==> src/rtl/alu_byte_sequencer.sv <==
// Runs one 8*BYTES-bit operation through an external 8-bit ALU, one byte per cycle, LSB first.
// Optional signed-overflow output res_ovf: define ALU_SEQ_OVF_EN.
module alu_byte_sequencer #(
  parameter int BYTES = 4,
  localparam int W = 8 * BYTES
) (
  input  logic         clk,
  input  logic         rst,
  input  logic         cmd_valid,
  output logic         cmd_ready,
  input  logic [2:0]   cmd_op,
  input  logic [W-1:0] cmd_a,
  input  logic [W-1:0] cmd_b,
  input  logic         cmd_cin,
  output logic [2:0]   alu_oper,
  output logic [7:0]   alu_a,
  output logic [7:0]   alu_b,
  output logic         alu_c_in,
  input  logic [7:0]   alu_sum,
  input  logic         alu_c_out,
  output logic         res_valid,
  input  logic         res_ready,
  output logic [W-1:0] res_data,
  output logic         res_carry,
  output logic         res_zero
`ifdef ALU_SEQ_OVF_EN
  ,
  output logic         res_ovf
`endif
);

  localparam int KW = (BYTES > 1) ? $clog2(BYTES) : 1;
  localparam logic [KW-1:0] K_LAST = KW'(BYTES - 1);

  typedef enum logic [1:0] {IDLE, RUN, DONE} state_t;

  state_t        state, state_nxt;
  logic [2:0]    op_q;
  logic [W-1:0]  a_q, b_q;
  logic          cin_q;
  logic [KW-1:0] k_q;
  logic          is_logic;
  logic          last_byte;
  logic [W-1:0]  res_shift;

  assign is_logic  = op_q[2] | (op_q[1] & op_q[0]);
  assign last_byte = (k_q == K_LAST);
  // Operands shift down and the result shifts in from the top, so after BYTES
  // steps byte 0 sits in the LSBs without any variable part-selects.
  assign res_shift = (res_data >> 8) | (W'(alu_sum) << (W - 8));

  always_ff @(posedge clk) begin
    if (rst) state <= IDLE;
    else     state <= state_nxt;
  end

  always_comb begin
    state_nxt = state;
    cmd_ready = 1'b0;
    res_valid = 1'b0;
    alu_oper  = '0;
    alu_a     = '0;
    alu_b     = '0;
    alu_c_in  = 1'b0;
    case (state)
      IDLE: begin
        cmd_ready = 1'b1;
        if (cmd_valid) state_nxt = RUN;
      end
      RUN: begin
        alu_oper = op_q;
        alu_a    = a_q[7:0];
        alu_b    = b_q[7:0];
        // res_carry doubles as the inter-byte carry; b-a wants it inverted
        // because the ALU inverts c_in for that op.
        if (is_logic)            alu_c_in = 1'b0;
        else if (k_q == '0)      alu_c_in = cin_q;
        else if (op_q == 3'b010) alu_c_in = ~res_carry;
        else                     alu_c_in = res_carry;
        if (last_byte) state_nxt = DONE;
      end
      DONE: begin
        res_valid = 1'b1;
        if (res_ready) state_nxt = IDLE;
      end
      default: state_nxt = IDLE;
    endcase
  end

  always_ff @(posedge clk) begin
    if (rst) begin
      op_q      <= '0;
      a_q       <= '0;
      b_q       <= '0;
      cin_q     <= 1'b0;
      k_q       <= '0;
      res_data  <= '0;
      res_carry <= 1'b0;
      res_zero  <= 1'b0;
`ifdef ALU_SEQ_OVF_EN
      res_ovf   <= 1'b0;
`endif
    end else begin
      case (state)
        IDLE: begin
          if (cmd_valid) begin
            op_q  <= cmd_op;
            a_q   <= cmd_a;
            b_q   <= cmd_b;
            cin_q <= cmd_cin;
            k_q   <= '0;
          end
        end
        RUN: begin
          a_q       <= a_q >> 8;
          b_q       <= b_q >> 8;
          k_q       <= k_q + KW'(1);
          res_data  <= res_shift;
          res_carry <= is_logic ? 1'b0 : alu_c_out;
          if (last_byte) begin
            res_zero <= (res_shift == '0);
`ifdef ALU_SEQ_OVF_EN
            case (op_q)
              3'b000:  res_ovf <= (alu_a[7] == alu_b[7]) && (alu_sum[7] != alu_a[7]);
              3'b001:  res_ovf <= (alu_a[7] != alu_b[7]) && (alu_sum[7] != alu_a[7]);
              3'b010:  res_ovf <= (alu_a[7] != alu_b[7]) && (alu_sum[7] != alu_b[7]);
              default: res_ovf <= 1'b0;
            endcase
`endif
          end
        end
        default: ;
      endcase
    end
  end

endmodule
==> config.mk <==
export PLATFORM = sky130hd
export DESIGN_NAME = alu_byte_sequencer
export DESIGN_NICKNAME = d
export VERILOG_FILES = /design/src/rtl/alu_byte_sequencer.sv
export SDC_FILE = /design/constraint.sdc
export NUM_CORES = 1
export LEC_CHECK = 0
export CAP_MARGIN = 20
export CORE_MARGIN = 2
export CORE_UTILIZATION = 46
export DETAILED_ROUTE_END_ITERATION = 8
export PLACE_DENSITY = 0.8
export SYNTH_ARGS = -nofsm -noshare
export SYNTH_HDL_FRONTEND = slang
export SYNTH_SLANG_ARGS = --single-unit
export TNS_END_PERCENT = 30
==> constraint.sdc <==
create_clock -name clk -period 2.1 [get_ports clk]
set_clock_uncertainty 0.2 [all_clocks]
set_input_delay 0.525 -clock clk [delete_from_list [all_inputs] [get_ports clk]]
set_output_delay 0.525 -clock clk [all_outputs]
set_load 0.05 [all_outputs]
# ---- After elaboration in Yosys (flattened, before gate mapping)
# Index checks and enable logic that the tools add are counted.
dict set report totals {
  reg_bits 106
  latchBits 0
  ram_bits 0
  rom_bits 0
  out_inout_bits 56
  word_cells 49
  n_memories 0
}
dict set report op_classes {
  n_addsub 1
  n_mul 0
  n_div 0
  order_cmp 0
  n_eq_ne 7
  shifts 0
  n_mux 20
  bitwise_logic 4
  reduce_logical 8
}
# operator count
set op_table {}
lappend op_table {{one-hot mux 32 bit (2 select lines)} 2}
lappend op_table {{2-to-1 mux 32 bit} 2}
lappend op_table {{zero test 32 bit} 1}
lappend op_table {{bitwise OR 24 x 32 -> 32 bit} 1}
lappend op_table {{2-to-1 mux 8 bit} 2}
lappend op_table {{2-to-1 mux 2 bit} 4}
lappend op_table {{2-to-1 mux 1 bit} 7}
lappend op_table {{!= test 2 bit (second input constant)} 3}
lappend op_table {{one-hot mux 2 bit (3 select lines)} 1}
lappend op_table {{AND reduction 2 bit} 3}
lappend op_table {{== test 2 bit (second input constant)} 2}
lappend op_table {{zero test 2 bit} 2}
lappend op_table {{one-hot mux 2 bit (2 select lines)} 1}
lappend op_table {{== test 3 x 2 -> 1 bit (second input constant)} 1}
lappend op_table {{2-to-1 mux 3 bit} 1}
lappend op_table {{AND reduction 3 bit} 1}
lappend op_table {{adder 2 x 1 -> 2 bit (second input constant)} 1}
lappend op_table {{== test 2 x 1 -> 1 bit (second input constant)} 1}
lappend op_table {{nonzero test 2 bit} 1}
lappend op_table {{bitwise AND 1 bit} 1}
lappend op_table {{NOT 1 bit} 1}
lappend op_table {{bitwise OR 1 bit} 1}

# ---- Logic depth before layout (Yosys ltp)
dict set report depth {
  word_depth 5
  ltp_mapped 5
  mapped_depth_nobuf 4
}

# ---- Worst setup path before layout
# OpenSTA, ideal clock, no wires.
dict set report synth_timing {
  kind {register to output}
  startpoint {register res_carry}
  endpoint {output alu_c_in}
  arrival_time_ns 1.309
  setup_slack_ns 0.066
  path_stages_with_launch 3
  n_path_buf 0
  cell_sequence {dfxtp_1 -> xor2_1 -> o2111a_1}
}
dict set report synth_via {
  elab_chain_cells 5
}
# item line
set synth_lines {}
lappend synth_lines {{start, declared} 24} ;# output logic res_carry,
lappend synth_lines {{start signal, assigned} 119} ;# res_carry <= is_logic ? 1'b0 : alu_c_out;
lappend synth_lines {{NOT 1 bit} 78} ;# else if (op_q == 3'b010) alu_c_in = ~res_carry;
lappend synth_lines {{2-to-1 mux 1 bit *} 78}
lappend synth_lines {{2-to-1 mux 1 bit *} 77} ;# else if (k_q == '0) alu_c_in = cin_q;
lappend synth_lines {{2-to-1 mux 1 bit *} 76} ;# if (is_logic) alu_c_in = 1'b0;
lappend synth_lines {{2-to-1 mux 1 bit *} 65} ;# case (state)
lappend synth_lines {{end, declared} 18} ;# output logic alu_c_in,
# Mark *: on every way between the ends. The rest lies on a longest branch, timed or not.

# ---- Final worst setup path
dict set report layout_timing {
  startpoint {register op_q[2]}
  endpoint {output alu_c_in}
}
dict set report layout_via {
  elab_chain_cells 5
  elab_cells_between_ends 6
  cone_classes {eq/ne (1); mux (4); bitwise (1)}
}
# item line
set layout_lines {}
lappend layout_lines {{start, declared} 38} ;# logic [2:0] op_q;
lappend layout_lines {{start signal, assigned} 107} ;# op_q <= cmd_op;
lappend layout_lines {{== test 3 x 2 -> 1 bit} 78}
lappend layout_lines {{2-to-1 mux 1 bit} 78}
lappend layout_lines {{2-to-1 mux 1 bit} 77}
lappend layout_lines {{2-to-1 mux 1 bit *} 76}
lappend layout_lines {{2-to-1 mux 1 bit *} 65}
# Marks and branches as above.

==> summary.md <==
| Metric | Value |
|---|---|
| CP Launch Type | `flop` |
| DRC | `0` |
| Slowest cell on the critical path | `dfxtp_2` |
| Simple-gate share of the synthesized area | `28.5%` |
| Maximum vdd drop | `0.351 mV` |
| Critical path cell sequence | `nor3b_2 -> xor2_1 -> o2111a_1 -> buf_12` |
| Pre-CTS setup slack | `-0.207 ns` |
| Yosys top cell area share | `48.5%` |
| Placer Congestion | `0.871` |
| Num CTS Buffers | `9` |
| Synth Flop Type | `dfxtp_1` |
| Hold Buf Count CTS | `0` |
| Sequential standard cell area | `2130 sq um` |
| Crit-path max FO | `2` |
| Layout Cells excl Fill | `815` |
| HP Class | `flop to flop` |
| Root Driver | `clkbuf_8` |
| CTS clk-pin slew, worst paths | `0.09 ns` |
| Worst Path Required | `1.37 ns` |
| Clock period minus worst slack | `2.16 ns` |
| M3 GR Usage | `3.38%` |
| Synth area leaders | `dfxtp_1, nand2_1, a311oi_1, a21oi_1, nor2_1` |
| Synth-to-layout area growth | `44.4%` |
| Leakage | `0.00243 uW` |
| Slew headroom | `69.0%` |
| CP max stage delay | `0.33 ns` |
| Synth warnings | `0` |
| Worst Setup Slack, final | `-0.0591 ns` |
| Met1 Resource Use GR | `30.5%` |
| Clock sinks | `106` |
| Row count | `35` |
| Synth Area in Compound Gates | `16.8%` |
| Post-synthesis adder-cell area fraction | `0.572%` |
| Final Setup Violations | `12` |
| Fmax | `463 MHz` |
| Area of the multi-input gates | `2100 sq um` |
| Pre-Repair DR Iteration Count | `5` |
| GRT overflow | `0` |
| First-pass GRT wire length | `18.8 mm` |
| Detail Route Antenna Nets | `0` |
| Synth Area in XOR/XNOR | `0.200%` |
| Die height | `102 um` |
| Main combinational cell family by area after synthesis | `simple AND/OR/NAND/NOR gates` |
| Post-Syn Area per Cell | `7.73 sq um` |
| Avg WL per Cell | `14.4 um` |
| Iter 0 DRT Violations | `226` |
| Post-Synthesis Cell Area | `4370 sq um` |
| Post-synthesis sequential area ratio | `48.5%` |
| Most Crowded Layer GR | `met2` |
| Worst Path Arrival | `1.43 ns` |
| Fin. Hold Viols | `0` |
| Via/cell ratio | `5.23` |
| Synthesized Nets | `649` |
| Crit end category | `primary output` |
| Fraction of layout cells with a size suffix above 1 | `17.3%` |
| Slew @ Worst Pin | `0.465 ns` |
| Mux cell area share after synthesis | `0%` |
| Failing checks | `negative setup slack` |
| Ant. Diodes | `0` |
| RSZ-0062 raised after global routing | `true` |
| IO Pins | `137` |
| Fin crit share | `103%` |
| Synth Register Bits | `106` |
| Full die area | `10300 sq um` |
| Vias | `4263` |
| Leading area contributor after synthesis | `dfxtp_1` |
| Ys async rst share | `0%` |
| Critical path type | `flop to primary output` |
| Dpl cells | `794` |
| Slew Limit Fails | `0` |
| H-tree depth | `3` |
| Antenna violations before repair | `0` |
| Outcome | `finished with violations` |
| Count leader, synth | `nand2_1` |
| Synth cell types | `27` |
| Final HPWL DP | `7.88 mm` |
| Core ar. | `9240 sq um` |
| Vias in the first global route | `4017` |
| Final design utilization | `68.4%` |
| Mapped Cells | `566` |
| Initial Utilization | `47.3%` |
| Most common library cells after synthesis | `nand2_1, dfxtp_1, a21oi_1` |
| Max-cap violations | `0` |
| GR Util met2 | `37.8%` |
| Largest net degree at the start of global routing | `107` |
| Clock Path Buffers | `2` |
| Setup TNS | `-0.255 ns` |
| Clk_lat worst skew | `0.35 ns` |
| Die width | `102 um` |
| Final-layout fill cell count | `730` |
| Minimum hold slack | `0.259 ns` |
| Total Nets Final | `765` |
| # port buffers | `136` |
| Total Routed Length | `11.8 mm` |
| CTS tree | `yes` |
| Global Route Usage Sum | `22.6%` |
| PD cells | `705 nW/um^2` |
| Post-synth EDFFs | `0` |
per-layer routing:
layer	up-vias	part of all wire, %	wire (um)
met5	-	0	0
met4	0	0.81	95
met3	8	5.9	691
met2	130	50	5890
met1	1986	43	5090
li1	2139	-	-
sequential cells by signal, summed over array words and instances (netlist names):
signal and cells:
a_q 32, b_q 32, cin_q 1, k_q 2, op_q 3, res_carry 1
res_data 32, res_zero 1, state 2
logic make-up after synthesis:
kind of cell / Yosys count
compound gates: 108
buf+inv: 52
flops: 106
fa+ha+maj: 2
xor+xnor: 1
simple gates: 297
where the power goes:
part           leakage [uW]  total [uW]  switching, uW  internal (uW)
Sequential         0.000871        2230           83.0           2150
Combinational       0.00146         917            496            422
Clock             0.0000984        1310            644            664
Total               0.00243        4450           1220           3230
repair_timing:
action / 4_1_cts / 5_1_grt
cloned: 1 / 0
gates resized for setup: 28 / 1
pin swaps: 11 / 3
endpoints found under the hold margin: 0 / 0
buffers inserted: 4 / 1
endpoints found under the setup margin: 20 / 20
cell type report:
type                    count  area share [%]
clock buffers              10            2.02
multi-input cells         409            33.2
repair buffers            153            27.1
inverters                   3           0.178
flip-flops and latches    106            33.7
clock inverters             5            1.27
well taps                 129            2.56
critical path: cells and delay by family, from the launching register on:
kind / cells / cell delay, ns
flops: 1 / 0.33
buf+inv: 1 / 0.15
compound gates: 1 / 0.25
simple gates: 1 / 0.20
xor+xnor: 1 / 0.15
path summary, 6_finish.rpt:
check                                              start                       end  slack [ns]  cells past startpoint
worst min register to register  res_data[5]$_SDFFE_PP0P_  res_data[5]$_SDFFE_PP0P_        0.26                      2
worst max register to register     state[0]$_SDFFE_PP0P_      a_q[23]$_SDFFE_PP0P_        0.32                      5
worst max-delay path                op_q[2]$_SDFFE_PP0P_                  alu_c_in       -0.06                      4
worst min-delay path            res_data[5]$_SDFFE_PP0P_  res_data[5]$_SDFFE_PP0P_        0.26                      2
cells in the final DEF (no fill, tap or decap), types with 2 or more instances in the layout:
master and instances:
and2_1 2, dfxtp_2 5, nand2_1 187, nand3_1 21, a311oi_1 48, buf_12 29
dfxtp_1 101, a21oi_1 56, inv_1 3, nor4_1 7, and2_4 18, buf_4 45
and2b_4 2, nor2_1 52, nand2b_1 2, clkinvlp_4 2, clkdlybuf4s50_1 79, clkbuf_8 9
bufinv_16 2
stage by stage:
stage	instance area, sq um	power (uW)
finish	6320	4450
CTS	6310	4480
global placement	5990	3120
floorplan	4370	2760
detailed placement	5990	3150
global route	6320	4640
Note: power is estimated with default switching activity, not from simulation.
